<file path="config.mk">
export PLATFORM = sky130hd
export DESIGN_NAME = npc_exec_ctrl
export DESIGN_NICKNAME = d
export VERILOG_FILES = /design/src/rtl/npc_exec_ctrl.sv
export SDC_FILE = /design/constraint.sdc
export NUM_CORES = 1
export LEC_CHECK = 0
export CORE_MARGIN = 1.5
export CORE_UTILIZATION = 50
export CTS_CLUSTER_SIZE = 20
export DETAILED_ROUTE_END_ITERATION = 16
export GPL_TIMING_DRIVEN = 0
export PLACE_DENSITY = 0.92
export RECOVER_POWER = 50
export SYNTH_ARGS = -nofsm -noshare
export SYNTH_HDL_FRONTEND = slang
export SYNTH_SLANG_ARGS = --single-unit
</file>
<file path="constraint.sdc">
create_clock -name clk -period 3.9 [get_ports clk]
set_input_delay 0.78 -clock clk [delete_from_list [all_inputs] [get_ports clk]]
set_output_delay 0.78 -clock clk [all_outputs]
set_load 0.03 [all_outputs]
</file>
<file path="src/rtl/npc_exec_ctrl.sv">
// Multi-cycle instruction sequencer: fetch, execute, optional load/store, commit.
// Latency: 4 cycles per ALU instruction, +2 for a load/store, plus any stall cycles.
// Backpressure: requests are held until the matching ready; responses wait until TIMEOUT.
//
// Ports:
//   clk, rst                        clock, asynchronous active-low reset
//   ifu_req_* / ifu_resp_*          fetch request handshake and response
//   inst_latch                      one-cycle pulse: decoder captures the fetched word
//   dec_mem_ren/wen, dec_halt       decode results, sampled in EXEC
//   lsu_req_* / lsu_resp_*          load/store request handshake and response
//   npc                             next PC from the EXU, sampled in COMMIT
//   pc, wb_en, instret              architectural PC, commit pulse, retired count
//   halt, fault, fault_cause        sticky terminal status
module npc_exec_ctrl #(
    parameter int unsigned         ADDR_W   = 32,
    parameter logic [ADDR_W-1:0]   RESET_PC = 32'h8000_0000,
    parameter int unsigned         TIMEOUT  = 255,
    parameter int unsigned         CNT_W    = 32
) (
    input  logic              clk,
    input  logic              rst,
    output logic              ifu_req_valid,
    input  logic              ifu_req_ready,
    output logic [ADDR_W-1:0] ifu_req_addr,
    input  logic              ifu_resp_valid,
    input  logic              ifu_resp_err,
    output logic              inst_latch,
    input  logic              dec_mem_ren,
    input  logic              dec_mem_wen,
    input  logic              dec_halt,
    output logic              lsu_req_valid,
    input  logic              lsu_req_ready,
    output logic              lsu_req_we,
    input  logic              lsu_resp_valid,
    input  logic              lsu_resp_err,
    input  logic [ADDR_W-1:0] npc,
    output logic [ADDR_W-1:0] pc,
    output logic              wb_en,
    output logic [CNT_W-1:0]  instret,
    output logic              halt,
    output logic              fault,
    output logic [2:0]        fault_cause
);

    typedef enum logic [3:0] {
        S_BOOT,
        S_IF_REQ,
        S_IF_WAIT,
        S_EXEC,
        S_MEM_REQ,
        S_MEM_WAIT,
        S_COMMIT,
        S_HALTED,
        S_FAULT
    } state_t;

    localparam logic [2:0] C_IFETCH  = 3'd1;
    localparam logic [2:0] C_LSU     = 3'd2;
    localparam logic [2:0] C_TIMEOUT = 3'd3;
    localparam logic [2:0] C_RENWEN  = 3'd4;
    localparam logic [2:0] C_MISALGN = 3'd5;

    // Last counter value before expiry: a wait that has already spent
    // TIMEOUT-1 cycles faults on the next edge unless a response arrives.
    localparam logic [15:0] TO_LAST = 16'(TIMEOUT - 1);

    state_t             state;
    logic [15:0]        wait_cnt;
    logic               mem_we;
    logic               halt_flag;
    logic               halt_q;
    logic               fault_q;
    logic [2:0]         cause_q;
    logic [ADDR_W-1:0]  pc_q;
    logic [CNT_W-1:0]   instret_q;

    logic               npc_ok;
    logic               wait_expired;
    logic [15:0]        wait_inc;

    assign npc_ok       = (npc[1:0] == 2'b00);
    assign wait_expired = (wait_cnt >= TO_LAST);
    assign wait_inc     = (wait_cnt == 16'hFFFF) ? wait_cnt : wait_cnt + 16'd1;

    // All handshake outputs are pure decodes of the registered state.
    assign ifu_req_valid = (state == S_IF_REQ);
    assign ifu_req_addr  = pc_q;
    assign inst_latch    = (state == S_EXEC);
    assign lsu_req_valid = (state == S_MEM_REQ);
    assign lsu_req_we    = (state == S_MEM_REQ) && mem_we;
    // A misaligned npc turns COMMIT into a fault, so it must also suppress the write.
    assign wb_en         = (state == S_COMMIT) && npc_ok;
    assign pc            = pc_q;
    assign instret       = instret_q;
    assign halt          = halt_q;
    assign fault         = fault_q;
    assign fault_cause   = cause_q;

    always_ff @(posedge clk or negedge rst) begin
        if (!rst) begin
            state     <= S_BOOT;
            wait_cnt  <= '0;
            mem_we    <= 1'b0;
            halt_flag <= 1'b0;
            halt_q    <= 1'b0;
            fault_q   <= 1'b0;
            cause_q   <= 3'd0;
            pc_q      <= RESET_PC;
            instret_q <= '0;
        end else begin
            case (state)
                S_BOOT: state <= S_IF_REQ;

                S_IF_REQ: begin
                    if (ifu_req_ready) begin
                        state    <= S_IF_WAIT;
                        wait_cnt <= '0;
                    end
                end

                S_IF_WAIT: begin
                    // A response on the expiry cycle takes priority over the timeout.
                    if (ifu_resp_valid) begin
                        if (ifu_resp_err) begin
                            state   <= S_FAULT;
                            fault_q <= 1'b1;
                            cause_q <= C_IFETCH;
                        end else begin
                            state <= S_EXEC;
                        end
                    end else if (wait_expired) begin
                        state   <= S_FAULT;
                        fault_q <= 1'b1;
                        cause_q <= C_TIMEOUT;
                    end else begin
                        wait_cnt <= wait_inc;
                    end
                end

                S_EXEC: begin
                    halt_flag <= dec_halt;
                    mem_we    <= dec_mem_wen;
                    if (dec_mem_ren && dec_mem_wen) begin
                        state   <= S_FAULT;
                        fault_q <= 1'b1;
                        cause_q <= C_RENWEN;
                    end else if (dec_mem_ren || dec_mem_wen) begin
                        state <= S_MEM_REQ;
                    end else begin
                        state <= S_COMMIT;
                    end
                end

                S_MEM_REQ: begin
                    if (lsu_req_ready) begin
                        state    <= S_MEM_WAIT;
                        wait_cnt <= '0;
                    end
                end

                S_MEM_WAIT: begin
                    if (lsu_resp_valid) begin
                        if (lsu_resp_err) begin
                            state   <= S_FAULT;
                            fault_q <= 1'b1;
                            cause_q <= C_LSU;
                        end else begin
                            state <= S_COMMIT;
                        end
                    end else if (wait_expired) begin
                        state   <= S_FAULT;
                        fault_q <= 1'b1;
                        cause_q <= C_TIMEOUT;
                    end else begin
                        wait_cnt <= wait_inc;
                    end
                end

                S_COMMIT: begin
                    if (!npc_ok) begin
                        state   <= S_FAULT;
                        fault_q <= 1'b1;
                        cause_q <= C_MISALGN;
                    end else begin
                        pc_q      <= npc;
                        instret_q <= instret_q + CNT_W'(1);
                        if (halt_flag) begin
                            state  <= S_HALTED;
                            halt_q <= 1'b1;
                        end else begin
                            state <= S_IF_REQ;
                        end
                    end
                end

                // Terminal states: nothing changes until reset, so the
                // recorded fault cause can never be overwritten.
                S_HALTED: state <= S_HALTED;
                S_FAULT:  state <= S_FAULT;

                default:  state <= S_BOOT;
            endcase
        end
    end

endmodule

</file>
Word-level counts from Yosys, hierarchy flattened:

Cells that the tools add are included.

* add/sub/neg operators: 2
* multiply operators: 0
* eq/ne operators: 17
* divide/modulo/power cells: 0
* shift operators: 0
* reduce and logical (&&, ||, !) cells: 13
* mux-type cells: 35
* bitwise logic cells: 0
* magnitude comparators: 1

Operator list (count)
* 16-bit 2-to-1 mux: 6
* 16-bit case mux with 4 select lines: 1
* 4-bit 2-to-1 mux: 9
* 4-bit case mux with 9 select lines: 1
* 32-bit by 1-bit adder with 32-bit output (second input constant): 1
* 3-bit 2-to-1 mux: 8
* 16-bit by 1-bit adder with 16-bit output (second input constant): 1
* 16-bit equality test (second input constant): 1
* 4-bit by 3-bit equality test with 1-bit output (second input constant): 4
* 16-bit by 8-bit greater-or-equal comparator with 1-bit output (second input constant): 1
* 3-bit case mux with 4 select lines: 1
* 5-bit AND reduction: 2
* 4-bit by 2-bit equality test with 1-bit output (second input constant): 2
* 4-bit nonzero test: 2
* 1-bit 2-to-1 mux: 7
* 2-bit by 1-bit != test with 1-bit output (second input constant): 3
* 2-bit != test (second input constant): 3
* 3-bit != test (second input constant): 2
* 4-bit by 1-bit equality test with 1-bit output (second input constant): 1
* 4-bit equality test (second input constant): 1
* 4-bit logical NOT: 1
* 1-bit case mux with 4 select lines: 1
* 2-bit AND reduction: 2
* 1-bit logical AND: 3
* other kinds (4): 4

* bits in latches: 0
* output and inout port bits: 106
* word-level logic and storage cells: 77
* bits in registers: 91
* bits in read-only memories: 0
* memories kept: 0
* bits of input ports: 43
* RAM bits: 0

Logic depth before layout (Yosys ltp):

* word-level depth: 5
* mapped depth: 7
* depth with buffers taken out: 7

Least setup slack after synthesis:

Ideal clock, no wire load.

* kind: register to output
* from: reg state[2]
* to: out lsu_req_we
* data arrival time: 1899 ps
* slack: 1221 ps
* data required time: 3120 ps
* cell stages (with the launch flop): 5
* buffers on the path: 1
* cell sequence: dfrtp_1 clkbuf_1 nand2b_1 nor3_1 and2_1

* cells in the longest elaborated chain, start to end: 2

RTL lines
* start, declared: RTL line 67 `state_t state;`
* start signal, assigned: RTL line 101 `state <= S_BOOT;`
* start signal, assigned: RTL line 112 `S_BOOT: state <= S_IF_REQ;`
* start signal, assigned: RTL line 116 `state <= S_IF_WAIT;`
* 4-bit by 3-bit equality test with 1-bit output
* named net lsu_req_valid: RTL line 31 `output logic lsu_req_valid,`
* 1-bit logical AND: RTL line 90 `assign lsu_req_we = (state == S_MEM_REQ) && mem_we;`
* end, declared: RTL line 33 `output logic lsu_req_we,`

The timed path passes the listed nets, and every way through them passes these cells.

Worst setup path in the final report:

* from: in npc[1]
* to: out wb_en

* cells in the longest elaborated chain, start to end: 2

RTL lines
* start, declared: RTL line 36 `input logic [ADDR_W-1:0] npc,`
* 2-bit logical NOT: RTL line 81 `assign npc_ok = (npc[1:0] == 2'b00);`
* 1-bit logical AND: RTL line 92 `assign wb_en = (state == S_COMMIT) && npc_ok;`
* end, declared: RTL line 38 `output logic wb_en,`

Every way passes these cells.

==> impl_metrics.ini <==
[power]
cellPowerDensity_nw_per_um2 = 503
ir_drop_mv = 0.308
power_leakage_nw = 3.02

[logic_synthesis]
ys_types = 63
ys_seq_area_share_pct = 50.8
synthTopCellsByCount = 112 x nand2_1, 90 x dfrtp_1, 33 x buf_4
syn-num-nets = 513
synth.area.top_cells = dfrtp_1 50%, nand2_1 9.4%, buf_4 5.5%
yosysMostFrequentCell = nand2_1
synth_top_area_share_pct = 50.2
synthArstFlopShare_pct = 100
synth_flop_cell = dfrtp_1
synth-compound-area-share_pct = 8.17
synthCells = 467
synth_mux_area_share_pct = 0.502
synth_edf_count = 0
synth_adder_area_share_pct = 0.836
syn-mean-instance-area_sq_um = 9.61
ys.warnings.count = 0
yosys.area_share.simple_pct = 26.0
synth_xor_area_share_pct = 6.05
synth_top_family_by_area = simple AND/OR/NAND/NOR gates
ys_ff_latch = 91
yosysTopAreaCell = dfrtp_1
syn-cell-area_sq_um = 4490

[finish]
antenna_cells = 0
fin_util_pct = 71.8
finalNetCount = 672
fin_area_sq_um = 6260
area_growth_pct = 39.5
drive_gt1_share_pct = 10.6
fin_cells = 739
fillCellCount = 635

[status]
failed_checks = capacitance limit, slew limit
status = finished, violations left

[timing]
rsz0062_at_grt = no
tns_ns = 0
hold_violations = 0
max_freq_ghz = 0.268
fin_crit_sh_pct = 95.8
min_period_ns = 3.73
skew_ns = 0.0188
worstMarginPinSlew_ns = 1.97
maxSlewHeadroom_pct = -31.0
slew_viol_final = 38
setup_viol = 0

[clock_network]
root_buffer = clkbuf_8
htree_levels = 3
clk_pin_slew_ns = 0.08
clock-sinks = 91
cts_tree = yes
cts_buffers = 9
cts_buffer_depth = 2
postCtsSetupRepairBufs = 0
worstSkewPairLatency_ns = 0.35

[run]
maxCapViolCount = 1

[worst_setup_path]
reg2reg_slack_ns = 1.56
cp-end-kind = output pin
crit_family = buffers and inverters
crit-reg2reg-launch = state[3]
worst_path_max_delay_cell = clkdlybuf4s50_1
path_class = primary input to output pin
slowest_delay_ns = 0.74
r2r-end = wait_cnt[9]
worstPathMaxFanout = 17
cp_common_cell = clkdlybuf4s50_1
reg2reg_depth = 5
worstPathCellList = clkdlybuf4s50_1, nor2_1, nand2_1, clkinv_1, clkdlybuf4s50_1
critPathBufInv = 3
crit_start = npc[1]
worstPathRequired_ns = 3.12
critPathArrivalTime_ns = 2.95
start_kind = primary input

[worst_hold_path]
worstHoldPathType = register to register
min_to = halt
hold_depth = 1
hp-start = halt

[floorplanning]
design.core.area_sq_um = 8720
io_pins = 149
die_area_sq_um = 9550
start_util_pct = 51.5
die_x_um = 97.7
rows = 34
die_h_um = 97.7

[routing]
ant_nets = 0
viasPerCell = 5.40
via_count = 3989
drt-wirelength-per-cell_um = 15.4
drt_iter0_markers = 304
drcViolationCount = 0
totalWireLength_mm = 11.4
first_pass_iters = 4

[placed_design]
dpl.hpwl_mm = 8.62
place_area_sq_um = 6130
io_buffers = 148
place.gp.congestion = 0.847
dpl.cell_count = 724

[global_routing]
grt_pass1_wl_mm = 19.0
groute.usage.overall_pct = 24.3
grt_overflow_total = 0
grt_pass1_vias = 3952
antenna_found_initial = 0
grt_start_max_net_pins = 56
## sequential cells by signal (all words and copies together) (netlist names)
register and count:
fault_cause 3, halt 1, fault 1, instret 32, mem_we 1, state 4
wait_cnt 16, halt_flag 1, ifu_req_addr 32
## timing repair
| item | CTS | global route |
|---|---|---|
| setup endpoints to repair | 1 | 0 |
| gates resized for setup | 0 | 0 |
| hold buffers | 0 | 0 |
## layout by cell type (no fill, tap or decap), types with 4 or more instances in the layout
| master | count |
|---|---|
| clkbuf_1 | 14 |
| o21ai_0 | 16 |
| nand4_1 | 9 |
| buf_4 | 33 |
| a21oi_1 | 6 |
| xnor2_1 | 17 |
| nor2_1 | 25 |
| nor3_1 | 15 |
| xor2_1 | 14 |
| clkdlybuf4s50_1 | 118 |
| dlygate4sd3_1 | 29 |
| nand3_1 | 19 |
| inv_1 | 10 |
| clkbuf_8 | 9 |
| nand2_1 | 112 |
| dfrtp_1 | 90 |
| nand2b_1 | 4 |
| and2_1 | 14 |
## worst max path at each step
stage               cells after the start  slack, ns           to
floorplan                               4       1.22   lsu_req_we
global placement                        1      -1.12  instret[15]
detailed placement                      6      -0.13        wb_en
CTS                                     5       0.14        wb_en
global route                            5       0.03        wb_en
finish                                  5       0.17        wb_en
## where the power goes
| group | switching [mW] | internal [mW] |
|---|---|---|
| Clock | 0.341 | 0.304 |
| Combinational | 0.741 | 0.579 |
| Sequential | 0.114 | 1.07 |
## routing by layer
metal | vias to the layer above | GRT usage (%) | part of all wire (%)
li1 | 1864 | - | -
met1 | 1915 | 32.0 | 44
met2 | 188 | 41.6 | 48
met3 | 22 | 3.65 | 5.7
met4 | 0 | 7.69 | 2.1
met5 | - | 0 | 0
## cell families (layout without fill, tap and decap cells)
group           count (synthesis)  after routing
simple gates                  231            231
flops                          91             91
buf+inv                        58            222
compound gates                 51             51
xor+xnor                       31             31
fa+ha+maj                       3              3
mux                             2              2
## worst reg2reg max path, stage by stage, from the launching register on
cell and delay, ns:
dfrtp_1 0.47, clkbuf_1 0.36, nor2_1 0.09, o21ai_0 0.86, nand2b_4 0.34, and2_1 0.14
## through the flow
stage / power [mW] / hold WS (ns) / setup WS [ns]
after floorplan: 2.02 / 0.444 / 1.22
after global placement: 2.52 / 0.454 / -1.12
after detailed placement: 2.56 / 0.459 / -0.129
after CTS: 3.20 / 0.394 / 0.138
after global routing: 3.30 / 0.488 / 0.0254
final: 3.15 / 0.465 / 0.165
## final cells by class
class | instances | area, sq um | area share [%]
repair buffers | 149 | 1480 | 23.6
plain buffers | 46 | 298 | 4.76
clock buffers | 10 | 128 | 2.04
flip-flops and latches | 91 | 2280 | 36.4
clock inverters | 6 | 70.1 | 1.12
well taps | 108 | 135 | 2.16
multi-input cells | 318 | 1830 | 29.2
inverters | 11 | 41.3 | 0.659
Note: power is estimated with default switching activity, not from simulation.
